==> config.mk <==
export PLATFORM = sky130hd
export DESIGN_NAME = sdf_stage_ctrl
export DESIGN_NICKNAME = d
export VERILOG_FILES = /design/src/rtl/sdf_stage_ctrl.sv
export SDC_FILE = /design/constraint.sdc
export NUM_CORES = 1
export LEC_CHECK = 0
export BUFFER_PORTS_ARGS = -buffer_cell sky130_fd_sc_hd__buf_2
export CAP_MARGIN = 10
export CORE_AREA = 2 2 66 68
export DETAILED_ROUTE_END_ITERATION = 10
export DIE_AREA = 0 0 68 70
export GPL_ROUTABILITY_DRIVEN = 0
export HOLD_SLACK_MARGIN = 0.1
export PLACE_DENSITY = 0.66
export SYNTH_ARGS = -nofsm -noshare
export SYNTH_HDL_FRONTEND = slang
export SYNTH_SLANG_ARGS = --single-unit
==> constraint.sdc <==
create_clock -name clock -period 2.6 [get_ports clock]
set_clock_uncertainty 0.1 [all_clocks]
set_input_delay 0.78 -clock clock [delete_from_list [all_inputs] [get_ports clock]]
set_output_delay 0.78 -clock clock [all_outputs]
set_load 0.02 [all_outputs]
==> src/rtl/sdf_stage_ctrl.sv <==
// Sequencing controller for one radix-2 single-path delay-feedback FFT stage:
// input/output sample counting, butterfly select, output valid and twiddle indexing.
module sdf_stage_ctrl #(
  parameter int DEPTH     = 32,
  parameter int LOG_DEPTH = 5
) (
  input  logic                 clock,
  input  logic                 reset_n,
  input  logic                 di_en,
  output logic                 bf_sel,
  output logic                 do_en,
  output logic                 do_sel,
  output logic                 tw_en,
  output logic [LOG_DEPTH-1:0] tw_addr,
  output logic                 frame_done,
  output logic                 err,
  output logic                 busy
);

  localparam logic [LOG_DEPTH:0] CNT_ONE  = (LOG_DEPTH+1)'(1);
  localparam logic [LOG_DEPTH:0] CNT_LAST = '1;

  logic [LOG_DEPTH:0] icnt;
  logic [LOG_DEPTH:0] ocnt;
  logic [DEPTH-1:0]   vld;
  logic               err_cond;

  // A frame that has started may not pause: the delay buffer never stalls.
  assign err_cond = ~di_en & (icnt != '0);

  always_ff @(posedge clock or negedge reset_n) begin
    if (!reset_n) begin
      icnt <= '0;
      ocnt <= '0;
      vld  <= '0;
      err  <= 1'b0;
    end else begin
      err <= err_cond;
      if (err_cond) begin
        icnt <= '0;
        ocnt <= '0;
        vld  <= '0;
      end else begin
        if (di_en)
          icnt <= icnt + CNT_ONE;
        if (do_en)
          ocnt <= ocnt + CNT_ONE;
        vld <= {vld[DEPTH-2:0], di_en};
      end
    end
  end

  // Outputs decode straight from registered state, so they clear with reset.
  assign bf_sel     = icnt[LOG_DEPTH];
  assign do_en      = vld[DEPTH-1];
  assign do_sel     = ocnt[LOG_DEPTH];
  assign tw_en      = do_en & do_sel;
  assign tw_addr    = do_sel ? ocnt[LOG_DEPTH-1:0] : '0;
  assign frame_done = do_en & (ocnt == CNT_LAST);
  assign busy       = (icnt != '0) | (|vld) | (ocnt != '0);

endmodule
=== Word-level counts from Yosys, hierarchy flattened ===
Index checks and enable logic that the tools add are counted.

* Input bits: 3
* Bits in registers: 45

* Muxes and demuxes: 6
* Add/sub/neg operators: 2
* Bitwise gates (word level): 6
* Reduce and logical (&&, ||, !) cells: 5
* Equality and inequality tests: 1

{| class="wikitable"
|+ Operator list
! cell !! count
|-
| $mux 32 || 1
|-
| $reduce_or 32->1 || 1
|-
| $mux 6 || 4
|-
| $add 6x1->6 const B || 2
|-
| $reduce_bool 6->1 || 2
|-
| $eq 6x6->1 const B || 1
|-
| $mux 5 || 1
|-
| $reduce_bool 2->1 || 2
|-
| $and 1x1->1 || 3
|-
| $or 1x1->1 || 2
|-
| $not 1->1 || 1
|}

=== Depth between registers and ports, before layout ===
Gate-level depths: netlist of the first run.

* Depth after elaboration: 3
* Depth in mapped cells: 6
* Mapped depth without buffers: 5

=== Least setup slack after synthesis of the first run ===
Ideal clock, no wire load.

* Path type: register to output
* From: register vld[31]
* To: output busy
* Arrival: 1.517 ns
* Path buffers: 1
* Setup slack: 0.203 ns
* Cell stages (with the launch flop): 5
* Cell sequence: dfrtp_1 -> buf_2 -> nor4_1 -> nand4_1 -> or4_1

* Longest elaborated chain between the ends: 3

{| class="wikitable"
|+ RTL lines
! item !! line !! source
|-
| from (decl) || 25 || <nowiki>logic [DEPTH-1:0] vld;</nowiki>
|-
| from (signal assigned) || 48 || <nowiki>vld <= {vld[DEPTH-2:0], di_en};</nowiki>
|-
| $reduce_or 32->1 || 60 || <nowiki>assign busy = (icnt != '0) | (|vld) | (ocnt != '0);</nowiki>
|-
| $or 1x1->1 (2 in a row) || 60 ||
|-
| to (decl) || 17 || <nowiki>output logic busy</nowiki>
|}

No other way between the ends.

=== Worst setup path in the final report of the first run ===
* From: register icnt[4]
* To: output busy

* Longest elaborated chain between the ends: 3

{| class="wikitable"
|+ RTL lines
! item !! line !! source
|-
| from (decl) || 23 || <nowiki>logic [LOG_DEPTH:0] icnt;</nowiki>
|-
| from (signal assigned) || 45 || <nowiki>icnt <= icnt + CNT_ONE;</nowiki>
|-
| $reduce_bool 6->1 || 60 ||
|-
| $or 1x1->1 (2 in a row) || 60 ||
|}

No other way between the ends.

==> results_dict.tcl, run 1 <==
set metrics [dict create \
    reg2reg_to "vld[12]" \
    netlist_instances 149 \
    fin_ws_ps -102 \
    clock_sinks 45 \
    cts_hold_buf 0 \
    end_kind "primary output" \
    ys_async_sr_fraction_pct 100 \
    yosysWarnings 0 \
    start_util_pct 42.9 \
    rsz0062_at_grt "true" \
    routed_wl_mm 3.15 \
    nFillCells 368 \
    synth_nets 156 \
    p_per_area_nw_per_um2 763 \
    area_growth_pct 19.7 \
    grt_pass1_wl_mm 5.63 \
    r2r-start "icnt[4]" \
    clock.fmax_ghz 0.370 \
    synth_area_um2 1780 \
    fp.dieH_um 70 \
    core-area_um2 4140 \
    yosys-top-cells-area "dfrtp_1, nor2b_1, and2_1" \
    slowest_stage "or4_4" \
    ys_seq_area_share_pct 63.3 \
    post-place-ws_ps 48.6 \
    antenna_found_initial 0 \
    tightestPinTransition_ps 562 \
    numCtsBuffers 5 \
    report.final.hold_viol_count 0 \
    die_x_um 68 \
    endpoint "busy" \
    critPathMaxStageDelay_ps 550 \
    reg2reg_setup_slack_ps 1050 \
    ys_types 24 \
    cp-start-kind "register" \
    synth_seq_cells 45 \
    vias 1126 \
    place_hpwl_mm 2.11 \
    synth_common_cells "dfrtp_1, nor2b_1, and2_1" \
    outcome "finished with violations" \
    critPathKind "reg -> out" \
    drv_slew 0 \
    clk_latency_ps 290 \
    drt_pre_antenna_iters 4 \
    leakage_nw 1.09 \
    cp_data_required_time_ps 1720 \
    synth_top_area_share_pct 63.3 \
    grt_pass1_vias 1224 \
    synth_top_area_cell "dfrtp_1" \
    drive_gt1_share_pct 21.8 \
    grt_start_max_net_pins 39 \
    maxCapViolCount 0 \
    worstSetupStartpoint "icnt[4]" \
    hold_ws_ps 365 \
    path_delay_family "simple AND/OR/NAND/NOR gates" \
    clockBufferDepth 2 \
    antenna_left 0 \
    failed_checks "negative setup slack" \
    place_inst 215 \
    synth.avg_cell_area_um2 11.9 \
    cp_num_cells 4 \
    grt_usage_pct 15.7 \
    yosysMostFrequentCell "dfrtp_1" \
    root_buffer "clkbuf_8" \
    final_core_util_pct 51.4 \
    ir_worst_vdd_v 0.000387 \
    port_buffers 14 \
    path_buf_inv 1 \
    reg2regPathDepth 5 \
    finalSetupViolCount 1 \
    diodes 0 \
    viasPerCell 4.98 \
    tns_ps -102 \
    io_pins 15 \
    stdcell_count 226 \
    cp_max_fo 2 \
    htreeDepth 2 \
    drc_errors 0 \
    rows 24 \
    synth_ff_type "dfrtp_1" \
    layout.nets 180 \
    synth_edf_count 0 \
    slew_headroom_pct 62.5 \
    drt_iter0_drc 24 \
    die_area_um2 4760 \
    cts_tree "done" \
    overflow 0 \
    finalCritPeriodShare_pct 104 \
    period_minus_slack_ps 2700 \
    hp-class "in -> async" \
    cp_cell_sequence "nor4_4 > nand2_1 > or4_4 > buf_6" \
    clkTransAtPathRegs_ps 80 \
    avgRoutedWirePerCell_um 14.0 \
    cp.arrival_ps 1820 \
]
layout make-up:
type / count / area (um^2) / share of cell area (%)
multi-input combinational: 92 / 637 / 29.9
clock buffer: 7 / 86.3 / 4.06
tap: 52 / 65.1 / 3.06
sequential: 45 / 1130 / 53.0
timing repair buffer: 24 / 164 / 7.70
clock inverter: 1 / 30.0 / 1.41
inverter: 5 / 18.8 / 0.882
worst register-to-register path, stage by stage (launching register included):
cell and delay (ps):
dfrtp_1 420, nor4_4 310, buf_4 170, a21oi_2 50
buf_4 250, nor2b_1 190
worst min path at each step:
stage / from / to / slack (ps)
2_1_floorplan: vld[10] / vld[11] / 360
3_3_place_gp: vld[16] / vld[17] / 370
3_5_place_dp: vld[17] / vld[18] / 390
4_1_cts: reset_n / ocnt[3] / 380
5_1_grt: reset_n / ocnt[4] / 390
6_report: reset_n / ocnt[3] / 370
cells in the final DEF (no fill, tap or decap), drive strengths merged:
| cell type | instances |
|---|---|
| a21boi | 1 |
| a21oi | 2 |
| and2 | 8 |
| buf | 24 |
| bufinv | 1 |
| clkbuf | 7 |
| dfrtp | 45 |
| ha | 4 |
| inv | 5 |
| mux2i | 2 |
| nand2 | 7 |
| nand3 | 3 |
| nand4 | 4 |
| nor2 | 7 |
| nor2b | 31 |
| nor3 | 1 |
| nor4 | 8 |
| nor4b | 1 |
| o21ai | 2 |
| o31ai | 1 |
| or3 | 2 |
| or4 | 1 |
| xnor2 | 3 |
| xor2 | 4 |
report_power, final:
group	internal (mW)	switching, mW	total [mW]	leakage [nW]
clock	0.313	0.220	0.533	0.0585
sequential	0.762	0.0467	0.808	0.615
combinational	0.112	0.171	0.283	0.417
routing by layer:
metal / share of wire (%) / global-route usage (%) / vias up
met2: 50 / 24.7 / 19
met5: 0 / 0 / -
met3: 3.8 / 4.35 / 5
met1: 45 / 21.2 / 572
li1: - / - / 530
met4: 1.5 / 4.67 / 0
state kept, by name, summed over array words and instances (netlist names):
signal  count
vld        32
err         1
ocnt        6
icnt        6
cell families (layout without fill, tap and decap cells):
kind of cell	Yosys count	in the layout	synth area share (%)
flip-flops	45	45	63.3
AND/OR/NAND/NOR	73	73	24.5
buffers and inverters	12	37	2.82
AO/OA/AOI/OAI	6	6	1.97
multiplexers	2	2	1.13
adder cells (fa/ha/maj)	4	4	2.82
XOR/XNOR	7	7	3.45
stage by stage:
stage / power, mW / instance area (um^2)
2_1_floorplan: 1.00 / 1780
3_3_place_gp: 1.08 / 1950
3_5_place_dp: 1.09 / 1950
4_1_cts: 1.64 / 2120
5_1_grt: 1.71 / 2130
6_report: 1.62 / 2130
timing repair:
item                                    CTS  global route
setup buffers                             2             1
resized for setup                         8             0
pin swaps                                 4             1
endpoints found under the setup margin    1             1
No activity file was read; power rests on OpenSTA's default activity.
==> run 2: changes to the inputs <==
--- a/config.mk
+++ b/config.mk
@@ -13,6 +13,8 @@
 export GPL_ROUTABILITY_DRIVEN = 0
 export HOLD_SLACK_MARGIN = 0.1
 export PLACE_DENSITY = 0.66
+export RECOVER_POWER = 25
+export REMOVE_ABC_BUFFERS = 1
 export SYNTH_ARGS = -nofsm -noshare
 export SYNTH_HDL_FRONTEND = slang
 export SYNTH_SLANG_ARGS = --single-unit
==> results_dict.tcl, run 2 (synthesis gave the netlist of run 1 again) <==
set metrics [dict create \
    path_delay_family "simple AND/OR/NAND/NOR gates" \
    period_minus_slack_ps 2720 \
    clkTransAtPathRegs_ps 90 \
    cp_data_required_time_ps 1720 \
    avgRoutedWirePerCell_um 13.7 \
    fp.dieH_um 70 \
    viasPerCell 4.95 \
    reg2reg_setup_slack_ps 1030 \
    antenna_left 0 \
    die_x_um 68 \
    reg2regPathDepth 5 \
    nFillCells 386 \
    stdcell_area_um2 2100 \
    reg2reg_to "vld[2]" \
    tightestPinTransition_ps 1170 \
    drc_errors 0 \
    critPathKind "reg -> out" \
    vias 1108 \
    drive_gt1_share_pct 19.8 \
    cp_num_cells 4 \
    p_per_area_nw_per_um2 806 \
    cp_max_fo 2 \
    stdcell_count 224 \
    slowest_stage "or4_4" \
    htreeDepth 2 \
    r2r-start "icnt[4]" \
    start_util_pct 42.9 \
    die_area_um2 4760 \
    rsz0062_at_grt "true" \
    clock_sinks 45 \
    top_register "vld" \
    place_inst 215 \
    diodes 0 \
    area_growth_pct 18.4 \
    grt_usage_pct 15.3 \
    routed_wl_mm 3.07 \
    cts_hold_buf 0 \
    grt_pass1_wl_mm 5.43 \
    core-area_um2 4140 \
    post-place-ws_ps 9.20 \
    fin_ws_ps -123 \
    failed_checks "negative setup slack" \
    final-seq-area_um2 1130 \
    ir_worst_vdd_v 0.000496 \
    clk_latency_ps 300 \
    hold_ws_ps 394 \
    port_buffers 14 \
    endpoint "busy" \
    maxCapViolCount 0 \
    critPathMaxStageDelay_ps 540 \
    outcome "finished with violations" \
    drt_iter0_drc 85 \
    place_hpwl_mm 2.10 \
    cp_cell_sequence "nor4_4 > nand2_2 > or4_4 > buf_6" \
    largest_reg_flops 32 \
    cp-start-kind "register" \
    io_pins 15 \
    largest_registers "vld (32), icnt (6), ocnt (6)" \
    multi_input_area_um2 629 \
    finalPower_mw 1.70 \
    hp-class "reg -> reg" \
    rows 24 \
    slew_headroom_pct 21.9 \
    drt_pre_antenna_iters 4 \
    cts_tree "done" \
    end_kind "primary output" \
    layout.nets 178 \
    cp.arrival_ps 1840 \
    worstSetupStartpoint "icnt[4]" \
    numCtsBuffers 5 \
    overflow 0 \
    layout_common_cells "dfrtp_1, nor2b_1, buf_2" \
    clockBufferDepth 2 \
    grt_pass1_vias 1149 \
    root_buffer "clkbuf_8" \
    finalSetupViolCount 1 \
    antenna_found_initial 0 \
    leakage_nw 1.08 \
    grt_start_max_net_pins 39 \
    drv_slew 0 \
    post_dp_cell_area_um2 1950 \
    report.final.hold_viol_count 0 \
    final_common_cell "dfrtp_1" \
    path_buf_inv 1 \
    clock.fmax_ghz 0.367 \
    finalCritPeriodShare_pct 105 \
]
run 2: cell count changes in the layout (fill, tap and decap cells not counted), sizes merged:
cell    previous run  this run
bufinv             1         2
buf               24        19
clkinv             0         1
clkbuf             7         8
run 2: worst min path at each step:
stage	startpoint	slack, ps	end	cells after the start
3_3_place_gp	vld[20]	380	vld[21]	1
2_1_floorplan	vld[10]	360	vld[11]	1
4_1_cts	reset_n	360	err	1
6_report	vld[21]	390	vld[22]	1
5_1_grt	vld[21]	410	vld[22]	1
3_5_place_dp	vld[29]	380	vld[30]	1
run 2: repair_timing:
item	CTS	global route
setup buffers	1	0
pin swaps	1	0
resized for setup	7	0
endpoints found under the setup margin	1	1
run 2: metrics by stage:
stage,TNS (ps),utilization (%)
floorplan,0,-
global placement,0,47.1
detailed placement,0,47.1
CTS,-130,51.2
global route,-210,50.8
finish,-123,50.8
run 2: per-layer routing:
layer  up-vias  routed length, um  track usage (%)
met1       553               1390             20.3
met4         0                 65             6.67
li1        528                  -                -
met5         -                  0                0
met2        20               1510             23.5
met3         7                108             3.86
run 2: layout make-up:
class / instances / share of cell area [%]
Timing Repair Buffer: 22 / 6.24
Tap cell: 52 / 3.09
Clock buffer: 5 / 3.27
Sequential cell: 45 / 53.5
Clock inverter: 3 / 3.09
Multi-Input combinational cell: 92 / 29.9
Inverter: 5 / 0.892
run 2: worst register-to-register path, delay by kind of cell (launching register included):
kind	cells	cell delay [ps]
compound gates	1	50
buf+inv	2	430
simple gates	2	510
flops	1	420
run 2: power breakdown:
| part | switching (mW) | total, mW | leakage (nW) | internal (mW) |
|---|---|---|---|---|
| logic | 0.170 | 0.277 | 0.392 | 0.107 |
| clock network | 0.230 | 0.612 | 0.0681 | 0.382 |
| registers | 0.0467 | 0.808 | 0.617 | 0.761 |
